File: config.mk
export PLATFORM = sky130hd
export DESIGN_NAME = instr_fifo
export DESIGN_NICKNAME = d
export VERILOG_FILES = /design/src/rtl/instr_fifo.sv
export SDC_FILE = /design/constraint.sdc
export NUM_CORES = 1
export LEC_CHECK = 0
export CORE_MARGIN = 1
export CORE_UTILIZATION = 45
export DETAILED_ROUTE_END_ITERATION = 12
export PLACE_DENSITY = 0.64
export SYNTH_ARGS = -nofsm -noshare
export SYNTH_HDL_FRONTEND = slang
export SYNTH_SLANG_ARGS = --single-unit
File: constraint.sdc
create_clock -name CLK -period 5.41 [get_ports CLK]
set_input_delay 1.3525 -clock CLK [delete_from_list [all_inputs] [get_ports CLK]]
set_output_delay 1.3525 -clock CLK [all_outputs]
set_load 0.02 [all_outputs]
File: src/rtl/instr_fifo.sv
// -----------------------------------------------------------------------------
// instr_fifo
//   Small synchronous FIFO between the instruction decoder and the dispatch
//   stage. Holds 2^AW decoded micro-instructions and presents the head entry
//   first-word fall-through. The pointers carry one extra wrap bit, so full and
//   empty can be told apart without a separate occupancy counter. Full, empty,
//   count and the head data come only from registered pointers.
//
// Ports
//   CLK                input   clock, rising edge
//   RSTn               input   asynchronous active-low reset (clears pointers)
//   instrFifo_push     input   write request from the decoder
//   decode_microInstr  input   [DW-1:0] entry to write
//   instrFifo_full     output  no free entry
//   instrFifo_pop      input   read request from dispatch
//   instrFifo_empty    output  no valid entry
//   dispat_microInstr  output  [DW-1:0] head entry, zero while empty
//   instrFifo_count    output  [AW:0] number of valid entries, 0..2^AW
//   flush              input   discard all entries, wins over push and pop
// -----------------------------------------------------------------------------
`ifndef DECODE_INFO_DW
`define DECODE_INFO_DW 32
`endif

module instr_fifo #(
    parameter int DW = `DECODE_INFO_DW,
    parameter int AW = 2
) (
    input  logic          CLK,
    input  logic          RSTn,
    input  logic          instrFifo_push,
    input  logic [DW-1:0] decode_microInstr,
    output logic          instrFifo_full,
    input  logic          instrFifo_pop,
    output logic          instrFifo_empty,
    output logic [DW-1:0] dispat_microInstr,
    output logic [AW:0]   instrFifo_count,
    input  logic          flush
);

    localparam int DEPTH = 1 << AW;
    localparam logic [AW:0] PTR_ONE = {{AW{1'b0}}, 1'b1};

    logic [AW:0]   wr_ptr_q, wr_ptr_d;
    logic [AW:0]   rd_ptr_q, rd_ptr_d;
    logic [DW-1:0] storage_q [DEPTH];

    logic push_ok;
    logic pop_ok;

    assign instrFifo_empty = (wr_ptr_q == rd_ptr_q);
    // Same slot with opposite wrap bits: the writer is a full lap ahead.
    assign instrFifo_full  = (wr_ptr_q[AW-1:0] == rd_ptr_q[AW-1:0]) &&
                             (wr_ptr_q[AW] != rd_ptr_q[AW]);
    assign instrFifo_count = wr_ptr_q - rd_ptr_q;

    assign dispat_microInstr = instrFifo_empty ? '0 : storage_q[rd_ptr_q[AW-1:0]];

    // Flush discards the cycle's push and pop, so neither may touch state.
    assign push_ok = instrFifo_push && !instrFifo_full  && !flush;
    assign pop_ok  = instrFifo_pop  && !instrFifo_empty && !flush;

    always_comb begin
        wr_ptr_d = wr_ptr_q;
        rd_ptr_d = rd_ptr_q;
        if (flush) begin
            wr_ptr_d = '0;
            rd_ptr_d = '0;
        end else begin
            if (push_ok) begin
                wr_ptr_d = wr_ptr_q + PTR_ONE;
            end
            if (pop_ok) begin
                rd_ptr_d = rd_ptr_q + PTR_ONE;
            end
        end
    end

    always_ff @(posedge CLK or negedge RSTn) begin
        if (!RSTn) begin
            wr_ptr_q <= '0;
            rd_ptr_q <= '0;
        end else begin
            wr_ptr_q <= wr_ptr_d;
            rd_ptr_q <= rd_ptr_d;
        end
    end

    // Storage is deliberately not reset; the empty gate on the output keeps
    // unwritten entries from ever being observed.
    always_ff @(posedge CLK) begin
        if (push_ok) begin
            storage_q[wr_ptr_q[AW-1:0]] <= decode_microInstr;
        end
    end

endmodule

After elaboration in Yosys (flattened, before gate mapping)

Memories as Yosys holds them, arrays and structs flattened.
Index checks and enable logic that the tools add are counted.

Bits in registers: 6
Bits in writable memories: 128
Input port bits: 37
Memories kept: 1

Add/sub/neg operators: 3
Equality and inequality tests: 3
Muxes and demuxes: 7
Reductions and logical operators: 10

Memories:

| memory    | words | width | read ports | clocked after Yosys merged registers in | write ports | RTL line | source |
|---|---|---|---|---|---|---|---|
| storage_q | 4     | 32    | 1          | 0                                       | 1           | 46       | `logic [DW-1:0] storage_q [DEPTH];` |

Operators by type and width:

| cell                | number |
|---|---|
| $mux 32             | 1 |
| $mux 3              | 4 |
| $add 3x1->3 const B | 2 |
| $logic_and 1x1->1   | 5 |
| $reduce_bool 2->1   | 2 |
| $eq 3x3->1          | 1 |
| $logic_not 1->1     | 3 |
| $sub 3x3->3         | 1 |
| $eq 2x2->1          | 1 |
| $mux 1              | 2 |
| $ne 1x1->1          | 1 |

Logic depth before layout (Yosys ltp)

Gate-level depths: netlist (run 1).

Depth in word-level cells: 7
Mapped depth: 8
Mapped depth without buffers: 5

Worst setup path after synthesis (run 1)

OpenSTA, ideal clock, no wires.

Path type: input -> register
Start: in flush
End: mem storage_q[3][0] (netlist name), enable pin
Library setup time: 0.461 ns
Arrival time: 3.935 ns
Required time: 4.949 ns
Slack: 1.014 ns
Stages on the path: 3
Path through: buf_2 clkbuf_1 nor3_1

Word-level cells in the longest chain between the ends: 4

Ends and longest elaborated chain:

| element                      | RTL line | source |
|---|---|---|
| from (decl)                  | 38       | `input logic flush` |
| $logic_not 1->1              | 60       | `assign push_ok = instrFifo_push && !instrFifo_full && !flush;` |
| $logic_and 1x1->1            | 60       |  |
| $mux 1                       | 92       | `if (push_ok) begin` |
| $mux 1 (implied by the code) | 93       | `storage_q[wr_ptr_q[AW-1:0]] <= decode_microInstr;` |
| to (decl)                    | 46       |  |

Every way passes these cells.

Worst setup path after layout (run 1)

Start: reg wr_ptr_q[0]
End: out instrFifo_empty

Word-level cells in the longest chain between the ends: 1

Ends and longest elaborated chain:

| element                | RTL line | source |
|---|---|---|
| from (decl)            | 44       | `logic [AW:0] wr_ptr_q, wr_ptr_d;` |
| from (signal assigned) | 84       | `wr_ptr_q <= wr_ptr_d;` |
| $eq 3x3->1             | 51       | `assign instrFifo_empty = (wr_ptr_q == rd_ptr_q);` |
| to (decl)              | 35       | `output logic instrFifo_empty,` |

Every way passes these cells.

==> results.md, run 1 <==
Outcome:
- The flow ran to the end, and the final reports show no timing, DRC or antenna violations.

STA:
- Headroom to the max-slew limit came out at 0.318.
- The number of failing hold endpoints at the final stage is 0.
- The setup skew after layout is 7.05 ps.
- The number of endpoints failing setup at the final stage is 0.
- In the final timing run, aggregate negative setup slack is 0 ps.
- The clock period could shrink to 4420 ps.
- The fraction of the cycle the final worst path needs is 0.816.
- The number of slew-limit violations in the final report was 0.
- Static timing analysis puts the maximum clock frequency at 226 MHz.
- Setup repair after global routing left no endpoint under its margin.
- The slew of the pin with the lowest slew margin is 1020 ps.

Global route:
- The initial antenna violation count is 0.
- The first-pass GRT wire length is 14700 um.
- The final global-route overflow total is 0.
- Entering global routing, the biggest net connects 37 pins.
- Across every metal layer, demand over resource in global routing totals 0.161.
- The via count of the first global-routing pass is 2801.

Synthesis:
- The number of unique standard cell types used by synthesis is 35.
- By area the synthesized netlist is led by sky130_fd_sc_hd__edfxtp_1, sky130_fd_sc_hd__mux4_2, sky130_fd_sc_hd__dfrtp_1.
- The share of synthesized cell area in full adder, half adder and majority cells is 0.0194.
- The post-synthesis xor/xnor area fraction is 0.00451.
- In this run, synthesis inferred 128 flip-flops with an integrated enable.
- For this run, the leading register cell type out of synthesis is sky130_fd_sc_hd__edfxtp_1.
- The share of the synthesized area in the top cell type is 0.693.
- The number of flip-flops and latches in the synthesized netlist is 134.
- The compound-cell area share of the yosys netlist is 0.0138.
- When the netlist entered floorplanning its net count stood at 312.
- The proportion of synthesized chip area in sequential cells is 0.721.
- The count of synthesis-stage warnings from yosys is 0.
- The dominant cell type by area after synthesis is sky130_fd_sc_hd__edfxtp_1.
- The post-synthesis area per instance is 20.8 sq um.
- The post-synth design cell area is 5540 sq um.
- The mux share of post-synthesis cell area is 0.132.
- After technology mapping, the gate count stands at 267.
- Counting flops with an async set or reset pin after synthesis yields a share of 0.0448.
- By area, the combinational part of the netlist is dominated by multiplexers.
- Of the total synthesized cell area, the portion taken by AND, OR, NAND and NOR gates is 0.0842.

CTS:
- The clock sink total is 134.
- The maximum level of the CTS H-tree is 4.
- The tree is rooted in a sky130_fd_sc_hd__clkbuf_16.
- The maximum clock path buffer count is 2.
- In this run the post-CTS setup repair buffer count came out at 0.
- TritonCTS built the clock tree.
- For this design, the CTS-stage hold fixing added 0 buffers.
- The count of cells resized by post-cts repair is 0.
- The total clock buffers created by CTS is 17.
- For the worst-skew pair, the clock arrives at the later sink with an insertion delay of 410 ps.
- The clock transition time at the flip-flop clock pins of the worst setup and hold paths is 60 ps.

Critical path:
- The data arrival time at the worst-slack endpoint is 3060 ps.
- The number of buffers and inverters on the critical path is 2.
- Counting cells, the worst reg-to-reg path comes to 5.
- The maximum fanout along the worst path is 33.
- The critical path data required time is 4060 ps.
- The critical setup path kind is reg -> out.
- The critical path goes through inv_1 -> ha_1 -> nand2_1 -> and2b_4 -> clkdlybuf4s50_1.
- The kind of cell with the highest combined delay along the critical path is simple AND/OR/NAND/NOR gates.
- The worst setup path is captured at an output port.
- STA classifies the critical path startpoint as a flop.
- The cell depth of the worst setup path is 5.
- Among all stages on the critical path, the largest delay is contributed by sky130_fd_sc_hd__and2b_4.
- For this run, the slowest stage of the critical path takes 780 ps.

Job:
- The number of maximum-capacitance violations is 0.

Power:
- The static leakage is 2.27 nW.
- Power spread over the standard cell area amounts to 618 nW/um^2.
- The maximum resistive drop on vdd is 0.340 mV.

Floorplan:
- The initial core utilization is 0.461.
- The floorplan step defined a die boundary enclosing 12800 sq um.
- The standard-cell row count is 40.
- The width of the die is 113 um.
- Pin placement for this block handled 74 I/O pins.
- The die is 113 um tall.
- The total area inside the core boundary comes to 12000 sq um.

Final layout:
- Summing all non-filler instances in the final layout gives an area of 6950 sq um.
- The core occupancy in the finished layout is 0.579.
- The number of nets in the finished design is 392.
- The fraction of final layout cells with drive strength greater than 1 is 0.240.
- From synthesis to final layout, the design area changed by 25.4%.
- The number of antenna repair diodes is 0.

Route:
- The met3 wirelength from detailed routing is 370 um.
- The per-cell via count in the routed design is 5.28.
- The highest layer used for signal routing is met4.
- The routed via count is 2673.
- The detailed-route wire length is 9370 um.
- The first detailed-routing pass ran for 4 iterations.
- The number of nets with antenna violations after detailed routing is 0.
- Dividing the detail-routed wire length by the instance count gives 18.5 um.
- The count of unresolved DRC violations after routing is 0.
- The met2 wirelength from detailed routing is 4880 um.
- In the final routing, the length of wire on met1 measures 3970 um.
- The number of DRC markers after the initial detailed-route iteration is 87.

Placed design:
- The weighted congestion at the end of routability-driven global placement is 0.747.
- Input and output buffers added on the ports amount to 73.
- After legalization and detailed placement, the total HPWL measured 5290 um.
- The cell area reported after detailed placement is 6360 sq um.

Min path:
- The worst hold path was traced through 2 stages.
- The classification of the worst-slack hold path is reg -> reg.
cell usage after synthesis, drive strengths merged (2+ instances only):
| cell | n |
|---|---|
| ha | 7 |
| buf | 12 |
| nand2 | 4 |
| or4 | 2 |
| nand4b | 2 |
| a21oi | 3 |
| nor2b | 33 |
| xnor2 | 2 |
| edfxtp | 128 |
| nor2 | 4 |
| mux4 | 32 |
| and4bb | 3 |
| a31oi | 3 |
| nor3b | 2 |
| dfrtp | 6 |
| clkbuf | 3 |
| nand3 | 4 |
| inv | 5 |
tightest hold or removal path: stages, from the launching register on:
cell	delay [ps]
sky130_fd_sc_hd__dfrtp_1	440
sky130_fd_sc_hd__nand2_1	90
sky130_fd_sc_hd__a21oi_1	60
per-layer routing:
layer | track usage | vias to the layer above
met1 | 0.192 | 1358
met3 | 0.0578 | 13
met4 | 0.0737 | 0
met5 | 0 | -
li1 | - | 1238
met2 | 0.263 | 64
cell type report:
| cell class | count | area, sq um |
|---|---|---|
| fill | 901 | 5060 |
| tap | 147 | 184 |
| clock buffer | 18 | 429 |
| clock inverter | 13 | 156 |
| inverter | 5 | 18.8 |
| multi-input combinational | 113 | 1410 |
| timing repair buffer | 76 | 753 |
| sequential | 134 | 4000 |
flip-flops by register name, indices dropped and copies added (netlist names):
register	cells
rd_ptr_q	3
wr_ptr_q	3
storage_q	128
power by group:
part	switching (mW)	leakage (nW)	internal (mW)	total, mW
Sequential	0.0281	1.24	1.25	1.27
Clock	0.408	0.278	0.719	1.13
Combinational	0.992	0.756	0.903	1.90
Total	1.43	2.27	2.87	4.30
through the flow:
stage | setup slack (ps) | hold WS (ps) | total power, mW | std cells
4_1_cts | 938 | 629 | 4.36 | 506
3_3_place_gp | 1470 | 598 | 3.21 | 475
5_1_grt | 805 | 640 | 4.49 | 506
6_report | 994 | 628 | 4.30 | 506
3_5_place_dp | 1380 | 621 | 3.22 | 475
2_1_floorplan | 1010 | 548 | 2.59 | 267
final timing paths:
check,startpoint,endpoint,slack (ps)
setup reg to reg,wr_ptr_q[0]$_DFFE_PN0P_,storage_q[2][4]$_DFFE_PP_,2620
setup / recovery,wr_ptr_q[0]$_DFFE_PN0P_,instrFifo_empty,990
min in group asynchronous,RSTn,wr_ptr_q[1]$_DFFE_PN0P_,1190
hold / removal,wr_ptr_q[2]$_DFFE_PN0P_,wr_ptr_q[2]$_DFFE_PN0P_,630
hold reg to reg,wr_ptr_q[2]$_DFFE_PN0P_,wr_ptr_q[2]$_DFFE_PN0P_,630
max in group asynchronous,RSTn,rd_ptr_q[1]$_DFFE_PN0P_,3970
kinds of logic (layout without fill, tap and decap cells):
kind of cell / after synthesis / in the layout
flops: 134 / 134
simple gates: 59 / 59
mux: 33 / 33
buf+inv: 20 / 112
compound gates: 11 / 11
fa+ha+maj: 8 / 8
xor+xnor: 2 / 2
layout by cell type, fill, tap and decap left out, types with 4 or more instances in the layout:
cell type / count
sky130_fd_sc_hd__mux4_2: 32
sky130_fd_sc_hd__nor2b_4: 10
sky130_fd_sc_hd__clkdlybuf4s50_1: 73
sky130_fd_sc_hd__nor2b_1: 19
sky130_fd_sc_hd__ha_1: 7
sky130_fd_sc_hd__nor2_1: 4
sky130_fd_sc_hd__edfxtp_1: 128
sky130_fd_sc_hd__inv_1: 5
sky130_fd_sc_hd__nand3_1: 4
sky130_fd_sc_hd__dfrtp_1: 4
sky130_fd_sc_hd__nand2_1: 4
sky130_fd_sc_hd__nor2b_2: 4
sky130_fd_sc_hd__clkbuf_16: 17
Power figures use the tool's default switching activity.
==> inputs of run 2 (changes only) <==
==> constraint.sdc (replaced) <==
create_clock -name CLK -period 4.2 [get_ports CLK]
set_input_delay 1.05 -clock CLK [delete_from_list [all_inputs] [get_ports CLK]]
set_output_delay 1.05 -clock CLK [all_outputs]
set_load 0.02 [all_outputs]
==> run 2 against run 1 <==
  * Worst hold slack got worse by 17 ps
  * Setup slack got worse by 700 ps
  * Wire length rose by 5.7%
  * Register-to-register slack worse by 1100 ps
  * Design area increased by 1.4%
  * Sequential power increased by 29%
  * Non-clock buffer count is 9 higher
  * Sequential share of layout area decreased by 0.77 points
==> results.md, run 2 (same netlist as run 1, synthesis figures left out) <==
STA:
- The final sum of negative setup slack is 0 ps (unchanged).
- The relative slew slack is 0.525 (+0.208).
- Of the available clock period, the critical path in the final layout requires 0.929.
- The number of failing hold endpoints at the final stage is 0 (unchanged).
- The setup skew after layout is 10.5 ps (+3.46 ps).
- The number of endpoints failing setup at the final stage was 0 (unchanged).
- Setup repair after global routing left no endpoint under its margin.
- The number of slew-limit violations in the final report is 0 (unchanged).
- The highest clock rate is 256 MHz.
- Counting I/O delays and the setup requirement, the final critical path takes 3900 ps.
- The slew of the pin with the lowest slew margin was 712 ps (-311 ps).

Critical path:
- The maximum fanout along the worst path is 11 (-67%).
- The element type at the critical path start is a flop.
- The critical path data required time is 3150 ps (-910 ps).
- The critical setup path kind is reg -> out.
- The category of the worst setup path capture point is an output port.
- The data arrival time at the worst-slack endpoint came to 2850 ps (-210 ps).

Floorplan:
- The area of the placeable core is 12000 sq um (unchanged).
- The initial core utilization is 0.461 (unchanged).
- The height of the die is 113 um (unchanged).
- The total I/O pin count is 74 (unchanged).
- The area of the die came to 12800 sq um (unchanged).
- The width of the die was 113 um (unchanged).
- The standard-cell row count is 40 (unchanged).

Global route:
- The met1 routing resource usage after global routing came to 0.216 (+0.0236).
- The pin count of the biggest net entering global routing came to 37 (unchanged).
- The initial antenna violation count is 0 (unchanged).
- The met3 global-route usage is 0.0439 (-0.0139).
- The first-pass GRT wire length came to 16000 um (+9.4%).
- The via count of the first global-routing pass was 2973 (+6.1%).
- The met2 routing resource usage after global routing is 0.295 (+0.0317).
- The total global routing track utilization came to 0.174 (+0.0133).
- After global routing, the most crowded layer is met2.
- The final global-route overflow total is 0 (unchanged).

CTS:
- The clock transition time at the flip-flop clock pins of the worst setup and hold paths is 60 ps (about the same).
- The insertion delay to the later sink of the worst-skew pair is 410 ps (about the same).
- The total clock buffers created by CTS is 17 (unchanged).
- The hold-fix buffer count after cts is 0 (unchanged).
- The maximum level of the CTS H-tree is 4 (unchanged).
- The cell at the root of the clock tree is sky130_fd_sc_hd__clkbuf_16.
- The clock sink total was 134 (unchanged).
- The maximum clock path buffer count came to 2 (unchanged).
- The clock tree from TritonCTS is yes.

Power:
- The maximum resistive drop on vdd is 0.523 mV (+54%).
- The combinational fraction of design power is 0.455 (+0.014).
- The static leakage was 2.32 nW (+1.8%).
- The part of the power in registers is 0.292 (-0.005).
- The total power density per cell area is 798 nW/um^2 (+29%).
- The switching power share of the total was 0.339 (+0.00631).
- The net load switching power is 1.90 mW (+33%).
- The clock network fraction of design power is 0.254 (-0.008).
- The cell-internal power is 3.72 mW (+30%).

Route:
- The per-cell via count in the routed design is 5.37 (+1.7%).
- The number of nets with antenna violations after detailed routing is 0 (unchanged).
- The count of unresolved DRC violations after routing is 0 (unchanged).
- The routed via count is 2771 (+3.7%).
- The per-cell routed wire length came to 19.2 um (+3.6%).
- The detailed-route wire length was 9900 um (+5.7%).
- The number of detailed-route iterations in the first pass came to 5 (+1).
- The number of DRC markers after the initial detailed-route iteration is 127 (+46%).

Outcome:
- The flow ran to the end, and the final reports show no timing, DRC or antenna violations.

Placed design:
- The number of buffer cells added on primary ports is 73 (unchanged).
- The post-DP HPWL is 5980 um (+13%).
- The number of placed instances, taps included was 482 (+1.5%).
- The weighted congestion at the end of routability-driven global placement was 0.717 (-4.1%).

Final layout:
- Leaving out fill and tap cells, the most frequent cells in the layout are sky130_fd_sc_hd__edfxtp_1, sky130_fd_sc_hd__clkdlybuf4s50_1, sky130_fd_sc_hd__mux4_2.
- The fraction of final layout cells with drive strength greater than 1 came to 0.263 (+0.0233).
- The most frequent standard cell in the layout excluding fill and tap cells is sky130_fd_sc_hd__edfxtp_1.
- The layout overhead on the synthesized area is 27.1%.
- The number of flip-flops under the largest register name is 128 (unchanged).
- The number of antenna repair diodes was 0 (unchanged).
- The final instance count without filler cells is 516 (+2.0%).
- The number of nets in the finished design is 401 (+2.3%).

Job:
- The number of maximum-capacitance violations is 0 (unchanged).

Min path:
- The classification of the worst-slack hold path is reg -> reg.
==> run 2: layout make-up <==
class                   instances  area, sq um
clock buffers                  17          425
clock inverters                15          155
fillers                       895         4970
inverters                       5         18.8
multi-input cells             113         1420
flip-flops and latches        134         4000
well taps                     147          184
repair buffers                 85          846
==> run 2: path summary, 6_finish.rpt <==
| kind | cells after the start | startpoint | end | slack [ps] |
|---|---|---|---|---|
| worst max-delay path | 7 | wr_ptr_q[0]$_DFFE_PN0P_ | dispat_microInstr[2] | 300 |
| worst min-delay path | 2 | wr_ptr_q[2]$_DFFE_PN0P_ | wr_ptr_q[2]$_DFFE_PN0P_ | 610 |
| worst max register to register | 6 | wr_ptr_q[0]$_DFFE_PN0P_ | storage_q[2][1]$_DFFE_PP_ | 1550 |
| worst min register to register | 2 | wr_ptr_q[2]$_DFFE_PN0P_ | wr_ptr_q[2]$_DFFE_PN0P_ | 610 |
| max in group asynchronous | 1 | RSTn | rd_ptr_q[0]$_DFFE_PN0P_ | 3040 |
| min in group asynchronous | 1 | RSTn | wr_ptr_q[1]$_DFFE_PN0P_ | 900 |
==> run 2: repair_timing <==
action | CTS | global route
setup buffers | 0 | 2
endpoints found under the setup margin | 0 | 16
gates resized for setup | 0 | 0
==> run 2: critical path, cell delays in order, from the launching register on <==
cell and delay [ps]:
sky130_fd_sc_hd__dfrtp_1 410, sky130_fd_sc_hd__inv_1 110, sky130_fd_sc_hd__ha_1 380, sky130_fd_sc_hd__nand2_1 270, sky130_fd_sc_hd__and2b_4 260, sky130_fd_sc_hd__buf_4 190
sky130_fd_sc_hd__nor2b_1 180, sky130_fd_sc_hd__clkdlybuf4s50_1 630
==> run 2: power by group through the flow <==
| stage | registers (mW) | logic (mW) | clock network (mW) |
|---|---|---|---|
| final | 1.64 | 2.56 | 1.42 |
| after global routing | 1.65 | 2.75 | 1.51 |
| after floorplan | 1.66 | 1.67 | 0 |
| after detailed placement | 1.67 | 2.55 | 0 |
| after CTS | 1.64 | 2.57 | 1.46 |
| after global placement | 1.66 | 2.55 | 0 |
==> run 2: through the flow <==
step | worst slack, ps | total power, mW | hold slack (ps) | utilization | instance area, sq um
2_1_floorplan | 943 | 3.33 | 548 | - | 5550
3_3_place_gp | 637 | 4.21 | 600 | 0.537 | 6450
3_5_place_dp | 550 | 4.22 | 609 | 0.537 | 6450
4_1_cts | 86.6 | 5.66 | 616 | 0.585 | 7030
5_1_grt | 130 | 5.91 | 655 | 0.586 | 7040
6_report | 297 | 5.62 | 610 | 0.586 | 7040
==> run 2: layer usage <==
| layer | share of wire | wire length [um] |
|---|---|---|
| met1 | 0.43 | 4270 |
| met2 | 0.53 | 5240 |
| met3 | 0.029 | 288 |
| met4 | 0.0099 | 98 |
| met5 | 0 | 0 |
